<file path="src/rtl/fcvt_f2i_pipe_if.sv">
// fcvt_f2i_pipe_if: handshake and data bundle for the float-to-int converter.
interface fcvt_f2i_pipe_if #(
   parameter int EXP_W = 8,
   parameter int MAN_W = 23,
   parameter int INT_W = 32
);
   logic                   flush;
   logic                   in_valid;
   logic                   in_ready;
   logic [EXP_W+MAN_W:0]   in_op;
   logic [2:0]             in_rm;
   logic                   in_unsigned;
   logic                   out_valid;
   logic                   out_ready;
   logic [INT_W-1:0]       out_result;
   logic [4:0]             out_flags;
   logic                   busy;
   modport master (output flush, in_valid, in_op, in_rm, in_unsigned, out_ready,
                   input in_ready, out_valid, out_result, out_flags, busy);
   modport slave (input flush, in_valid, in_op, in_rm, in_unsigned, out_ready,
                  output in_ready, out_valid, out_result, out_flags, busy);
endinterface

</file>
<file path="src/rtl/fcvt_f2i_pipe.sv">
// fcvt_f2i_pipe: 3-stage float-to-int converter (decode, align, round/saturate)
// with RISC-V saturation, NV/NX flags and a valid/ready elastic pipeline.
module fcvt_f2i_pipe #(
   parameter int EXP_W = 8,
   parameter int MAN_W = 23,
   parameter int INT_W = 32
) (
   input logic            clk,
   input logic            reset_n,
   fcvt_f2i_pipe_if.slave io
);
   localparam int SW = INT_W + MAN_W + 3;
   localparam logic [EXP_W:0] BIAS = (EXP_W+1)'((1 << (EXP_W - 1)) - 1);
   localparam logic [INT_W:0] SMAX = {2'b00, {(INT_W-1){1'b1}}};
   localparam logic [INT_W:0] SMIN = {2'b01, {(INT_W-1){1'b0}}};

   typedef struct packed {
      logic                    sign;
      logic signed [EXP_W:0]   e;
      logic [MAN_W:0]          sig;
      logic [2:0]              rm;
      logic                    uns;
      logic                    nan;
      logic                    inf;
   } s1_t;
   typedef struct packed {
      logic                    sign;
      logic [INT_W-1:0]        mag;
      logic                    g;
      logic                    r;
      logic                    s;
      logic                    of;
      logic [2:0]              rm;
      logic                    uns;
      logic                    nan;
   } s2_t;
   typedef struct packed {
      logic [INT_W-1:0]        res;
      logic [4:0]              flags;
   } s3_t;

   logic v1_q, v2_q, v3_q, v1_d, v2_d, v3_d, rdy1, rdy2, rdy3;
   s1_t s1_q, s1_d, dec;
   s2_t s2_q, s2_d, aln;
   s3_t s3_q, s3_d, rnd;
   logic [EXP_W-1:0] exp_f;
   logic [MAN_W-1:0] man_f;
   int e_i;
   logic [SW-1:0] tmp;
   logic [INT_W-1:0] shl;
   logic [INT_W+1:0] shr;
   logic inc, nx, oor;
   logic [INT_W:0] mag1;

   assign rdy3 = !v3_q | io.out_ready;
   assign rdy2 = !v2_q | rdy3;
   assign rdy1 = !v1_q | rdy2;
   assign io.in_ready = rdy1;
   assign io.out_valid = v3_q;
   assign io.out_result = s3_q.res;
   assign io.out_flags = s3_q.flags;
   assign io.busy = v1_q | v2_q | v3_q;

   assign exp_f = io.in_op[EXP_W+MAN_W-1:MAN_W];
   assign man_f = io.in_op[MAN_W-1:0];
   always_comb begin
      dec.sign = io.in_op[EXP_W+MAN_W];
      dec.e = {1'b0, exp_f} - BIAS;
      dec.sig = {|exp_f, man_f};
      dec.rm = io.in_rm;
      dec.uns = io.in_unsigned;
      dec.nan = &exp_f & |man_f;
      dec.inf = &exp_f & ~|man_f;
   end

   // Two spare LSBs below the integer point carry guard and round out of the shifter.
   assign e_i = int'($signed(s1_q.e));
   assign tmp = {{INT_W{1'b0}}, s1_q.sig, 2'b00};
   always_comb begin
      aln.sign = s1_q.sign;
      aln.rm = s1_q.rm;
      aln.uns = s1_q.uns;
      aln.nan = s1_q.nan;
      aln.of = s1_q.inf | (e_i >= INT_W);
      aln.mag = '0;
      aln.g = 1'b0;
      aln.r = 1'b0;
      aln.s = 1'b0;
      shl = INT_W'(s1_q.sig) << (e_i - MAN_W);
      shr = (INT_W+2)'(tmp >> (MAN_W - e_i));
      if (!aln.of && e_i >= MAN_W) aln.mag = shl;
      else if (!aln.of && e_i >= -2) begin
         aln.mag = shr[INT_W+1:2];
         aln.g = shr[1];
         aln.r = shr[0];
         aln.s = |(tmp << (SW - MAN_W + e_i));
      end
      else if (!aln.of) aln.s = |s1_q.sig;
   end

   always_comb begin
      nx = s2_q.g | s2_q.r | s2_q.s;
      inc = (s2_q.rm == 3'd0) ? s2_q.g & (s2_q.r | s2_q.s | s2_q.mag[0]) :
            (s2_q.rm == 3'd2) ? s2_q.sign & nx :
            (s2_q.rm == 3'd3) ? ~s2_q.sign & nx :
            (s2_q.rm == 3'd4) ? s2_q.g : 1'b0;
      mag1 = {1'b0, s2_q.mag} + {{INT_W{1'b0}}, inc};
      oor = s2_q.of | (s2_q.uns ? (s2_q.sign ? |mag1 : mag1[INT_W])
                                : (mag1 > (s2_q.sign ? SMIN : SMAX)));
      rnd.res = s2_q.sign ? -mag1[INT_W-1:0] : mag1[INT_W-1:0];
      if (s2_q.nan | (~s2_q.sign & oor)) rnd.res = s2_q.uns ? '1 : SMAX[INT_W-1:0];
      else if (oor) rnd.res = s2_q.uns ? '0 : SMIN[INT_W-1:0];
      rnd.flags = (s2_q.nan | oor) ? 5'b10000 : {4'b0000, nx};
   end

   // Data loads are suppressed during flush so idle outputs keep their last value.
   always_comb begin
      v1_d = io.flush ? 1'b0 : rdy1 ? io.in_valid : v1_q;
      v2_d = io.flush ? 1'b0 : rdy2 ? v1_q : v2_q;
      v3_d = io.flush ? 1'b0 : rdy3 ? v2_q : v3_q;
      s1_d = (!io.flush & io.in_valid & rdy1) ? dec : s1_q;
      s2_d = (!io.flush & v1_q & rdy2) ? aln : s2_q;
      s3_d = (!io.flush & v2_q & rdy3) ? rnd : s3_q;
   end

   always_ff @(posedge clk) begin
      if (!reset_n) begin
         v1_q <= 1'b0;
         v2_q <= 1'b0;
         v3_q <= 1'b0;
         s1_q <= '0;
         s2_q <= '0;
         s3_q <= '0;
      end else begin
         v1_q <= v1_d;
         v2_q <= v2_d;
         v3_q <= v3_d;
         s1_q <= s1_d;
         s2_q <= s2_d;
         s3_q <= s3_d;
      end
   end
endmodule

</file>
<file path="src/flat_wrapper.sv">
// flat-port wrapper written by rule: the top's interface ports become plain ports
module fcvt_f2i_pipe_flat 
#(
   parameter int EXP_W = 8,
   parameter int MAN_W = 23,
   parameter int INT_W = 32
)
  (clk, reset_n, io_flush, io_in_valid, io_in_op, io_in_rm, io_in_unsigned, io_out_ready, io_in_ready, io_out_valid, io_out_result, io_out_flags, io_busy);
  fcvt_f2i_pipe_if #(.EXP_W(EXP_W), .MAN_W(MAN_W), .INT_W(INT_W)) io_i ();
  input logic clk;
  input logic reset_n;
  input wire logic [$bits(io_i.flush)-1:0] io_flush;
  input wire logic [$bits(io_i.in_valid)-1:0] io_in_valid;
  input wire logic [$bits(io_i.in_op)-1:0] io_in_op;
  input wire logic [$bits(io_i.in_rm)-1:0] io_in_rm;
  input wire logic [$bits(io_i.in_unsigned)-1:0] io_in_unsigned;
  input wire logic [$bits(io_i.out_ready)-1:0] io_out_ready;
  output wire logic [$bits(io_i.in_ready)-1:0] io_in_ready;
  output wire logic [$bits(io_i.out_valid)-1:0] io_out_valid;
  output wire logic [$bits(io_i.out_result)-1:0] io_out_result;
  output wire logic [$bits(io_i.out_flags)-1:0] io_out_flags;
  output wire logic [$bits(io_i.busy)-1:0] io_busy;
  assign io_i.flush = io_flush;
  assign io_i.in_valid = io_in_valid;
  assign io_i.in_op = io_in_op;
  assign io_i.in_rm = io_in_rm;
  assign io_i.in_unsigned = io_in_unsigned;
  assign io_i.out_ready = io_out_ready;
  assign io_in_ready = io_i.in_ready;
  assign io_out_valid = io_i.out_valid;
  assign io_out_result = io_i.out_result;
  assign io_out_flags = io_i.out_flags;
  assign io_busy = io_i.busy;
  fcvt_f2i_pipe #(.EXP_W(EXP_W), .MAN_W(MAN_W), .INT_W(INT_W)) u_core (.clk(clk), .reset_n(reset_n), .io(io_i));
endmodule
</file>
<file path="config.mk">
export PLATFORM = sky130hd
export DESIGN_NAME = fcvt_f2i_pipe_flat
export DESIGN_NICKNAME = d
export VERILOG_FILES = /design/src/rtl/fcvt_f2i_pipe_if.sv /design/src/rtl/fcvt_f2i_pipe.sv /design/src/flat_wrapper.sv
export SDC_FILE = /design/constraint.sdc
export NUM_CORES = 1
export LEC_CHECK = 0
export BUFFER_PORTS_ARGS = -buffer_cell sky130_fd_sc_hd__buf_2
export CAP_MARGIN = 20
export CORE_MARGIN = 5
export CORE_UTILIZATION = 35
export DETAILED_ROUTE_END_ITERATION = 8
export PLACE_DENSITY = 0.51
export SLEW_MARGIN = 20
export SYNTH_ARGS = -nofsm -noshare
export SYNTH_HDL_FRONTEND = slang
export SYNTH_SLANG_ARGS = --single-unit
</file>
<file path="constraint.sdc">
create_clock -name clk -period 7.56 [get_ports clk]
set_clock_uncertainty 0.15 [all_clocks]
set_input_delay 0.756 -clock clk [delete_from_list [all_inputs] [get_ports clk]]
set_output_delay 0.756 -clock clk [all_outputs]
set_load 0.02 [all_outputs]
</file>
==> flow_metrics.py <==
metrics = {
    "pwr": {
        "ir_worst_vdd_mv": 0.1348,
        "power_density_nw_per_um2": 153.2,
        "p_leak_nw": 4.872,
    },
    "place": {
        "gp_congestion": 0.9161,
        "dpl.cell_count": 1962,
        "place_area_um2": 12020,
        "port_buffers": 77,
        "place.detailed.hpwl_um": 28620,
    },
    "synthesis": {
        "yosysSeqAreaShare": 0.2083,
        "yosys.area.top_type_share": 0.2083,
        "synth_cells": 1554,
        "ys_seq_elements": 119,
        "ys_warn_count": 0,
        "synth_area_leaders": "dfxtp_1 21%, nand2_1 7.5%, o21ai_0 5.0%",
        "synth-async-reset-ratio": 0,
        "synth_area_um2": 11440,
        "avgSynthCellArea_um2": 7.361,
        "synthFlopType": "dfxtp_1",
        "synth_common_cells": "228 x nand2_1, 132 x nor2_1, 119 x dfxtp_1, 115 x o21ai_0, 99 x clkbuf_1",
        "yosys.area.top_type": "dfxtp_1",
        "synth_most_common_cell": "nand2_1",
        "synth-edff-count": 0,
        "yosysUniqueCellTypes": 92,
    },
    "worst_setup_path": {
        "startpoint_type": "flip-flop",
        "crit_type": "flip-flop to flip-flop",
        "required_ns": 7.77,
        "regToRegStartpoint": "u_core.s2_q[2]",
        "path_max_fanout": 26,
        "critPathArrivalTime_ns": 6.36,
        "crit_start": "u_core.s2_q[2]",
        "end_kind": "flip-flop",
    },
    "routing": {
        "drc_errors": 0,
        "viasPerCell": 5.744,
        "wl_um": 37970,
        "postRouteAntennaNets": 0,
        "routedWlPerCell_um": 19.06,
        "vias": 11440,
        "drt_iter0_markers": 846,
        "drtPass1Iterations": 5,
    },
    "clock_tree": {
        "cts_setup_buffers": 0,
        "clock_latency_ns": 0.43,
        "cts_resized": 0,
        "cts_buffers": 17,
        "path_clk_slew_ns": 0.06,
        "htree_num_levels": 4,
        "clock_path_buffers": 2,
        "cts_tree": "yes",
        "cts.sinks": 119,
        "hold_buffers": 0,
        "clockRootBuffer": "clkbuf_16",
    },
    "cells_and_area": {
        "area_growth_pct": 9.790,
        "fin_area_um2": 12560,
        "finalNonFillerCells": 1992,
        "multiInputGateArea_um2": 8392,
        "seq_area_um2": 2386,
        "nNetsFinal": 1622,
        "n_antenna_cell": 0,
        "utilization": 0.3879,
        "fillCellCount": 3560,
        "drive_gt1_frac": 0.1406,
    },
    "global_routing": {
        "antenna_found_initial": 0,
        "grt_pass1_vias": 10820,
        "grt_overflow": 0,
        "grt_pass1_wl_um": 61190,
        "grt_start_max_net_pins": 74,
        "gr-usage-all-layers": 0.2090,
    },
    "sta": {
        "slew_headroom": 0.2969,
        "period_needed_ns": 6.156,
        "hold_violations": 0,
        "setup_viol": 0,
        "maxSlewViolCount": 0,
        "rsz0062_at_grt": "no",
        "min_period_over_period": 0.8143,
        "max_freq_ghz": 0.1624,
        "tns_ns": 0,
        "tightestPinTransition_ns": 1.055,
    },
    "outcome": {
        "status": "finished, final reports clean",
    },
    "die": {
        "die_area_um2": 36400,
        "num_io_pins": 81,
        "die_w_um": 190.8,
        "initial_core_util": 0.3534,
        "rows": 66,
        "design.core.area_um2": 32370,
        "die_h_um": 190.8,
    },
    "worst_hold_path": {
        "worstHoldStart": "u_core.aln[0]",
        "hold_path_class": "flip-flop to flip-flop",
    },
    "run": {
        "maxCapViolations": 0,
    },
}
[cells by family (layout without fill, tap and decap cells)]
logic type | after synthesis | in the layout | share of synthesized area
and+or+nand+nor | 600 | 600 | 0.2627
AOI/OAI and AO/OA | 470 | 470 | 0.2817
buffers and inverters | 172 | 166 | 0.06213
DFF | 119 | 119 | 0.2083
muxes | 83 | 83 | 0.08762
xor gates and xnor gates | 67 | 67 | 0.05130
adders and majority gates | 42 | 42 | 0.04594
other | 1 | 3 | 0.0003278
[area by class of cell]
type | count | area share
Multi-Input combinational cell | 1265 | 0.6682
Sequential cell | 119 | 0.1900
Timing Repair Buffer | 100 | 0.04444
Tap cell | 442 | 0.04404
Clock buffer | 26 | 0.03896
Inverter | 36 | 0.01076
Clock inverter | 4 | 0.003587
[worst max-delay path: stages (launching register included)]
cell	delay (ns)
dfxtp_1	0.36
xor2_1	0.16
nand3b_1	0.10
o31ai_1	0.07
nand2_1	0.07
o21ai_0	0.09
ha_1	0.47
ha_1	0.42
nand3_2	0.19
or4_4	0.60
nor4_1	0.36
xnor2_1	0.29
inv_1	0.14
ha_1	0.22
a2111oi_0	0.47
o21a_1	0.19
o22ai_1	0.08
a211o_1	0.33
a21boi_2	0.13
buf_4	0.32
o21ai_2	0.28
a221o_1	0.34
a211oi_2	0.21
[sequential cells by signal (all words and copies together) (netlist names)]
| signal | flops |
|---|---|
| u_core.aln | 6 |
| u_core.e_i | 9 |
| u_core.io.out_flags | 2 |
| u_core.io.out_result | 32 |
| u_core.io.out_valid | 1 |
| u_core.s1_q | 25 |
| u_core.s2_q | 42 |
| u_core.v1_q | 1 |
| u_core.v2_q | 1 |
[power breakdown]
group          switching, mW  leakage (nW)  internal, mW  total (mW)
registers             0.0437         0.967         0.646       0.689
clock network          0.292         0.264         0.472       0.764
logic                  0.289          3.64         0.182       0.470
[metal layers]
metal  vias up  GRT usage  share of wire
li1       5653          -              -
met1      5488     0.3027           0.49
met2       260     0.3282           0.45
met3        42    0.02893          0.044
met4         0    0.05138          0.016
met5         -          0              0
[stage by stage]
step                      hold slack (ns)  setup WS [ns]  power [mW]
after floorplan                    0.2912          1.592       1.036
after CTS                          0.3156          1.433       1.941
after global routing               0.3453         0.9090       2.024
after detailed placement           0.3145          1.451       1.168
after global placement             0.3057          1.617       1.168
final                              0.3085          1.404       1.924
[worst paths after layout]
kind | end | cells after the start | slack, ns
max | u_core.io.out_result[29] | 22 | 1.40
min | u_core.s2_q[0] | 2 | 0.31
max reg2reg | u_core.io.out_result[29] | 22 | 1.40
min reg2reg | u_core.s2_q[0] | 2 | 0.31
[cell usage in the layout (no fill, tap or decap), types with 7 or more instances in the layout]
cell type | synthesis | final
a211o_1 | 8 | 8
nor3_1 | 32 | 32
o211a_1 | 14 | 14
nor4_1 | 21 | 20
a21o_1 | 13 | 13
nor2b_1 | 19 | 19
a211oi_1 | 29 | 28
xor2_1 | 25 | 24
xnor2_1 | 42 | 41
mux2i_1 | 45 | 45
a31oi_1 | 12 | 12
a21oi_1 | 92 | 92
ha_1 | 42 | 41
a21boi_0 | 45 | 45
nor2_1 | 132 | 132
dfxtp_1 | 119 | 116
o21a_1 | 9 | 9
and2_1 | 12 | 12
clkbuf_16 | 0 | 17
mux4_2 | 11 | 11
nor3b_1 | 21 | 19
nand4_1 | 27 | 27
o21ai_0 | 115 | 115
o221ai_1 | 10 | 10
o211ai_1 | 12 | 12
buf_4 | 8 | 23
or3_1 | 13 | 13
nand2_1 | 228 | 228
a221oi_1 | 17 | 17
o22ai_1 | 11 | 11
inv_1 | 35 | 35
buf_2 | 13 | 77
and3_1 | 9 | 9
nand3_1 | 30 | 30
o31ai_1 | 7 | 7
nand2b_1 | 16 | 16
mux2_2 | 27 | 27
Power figures use the tool's default switching activity.
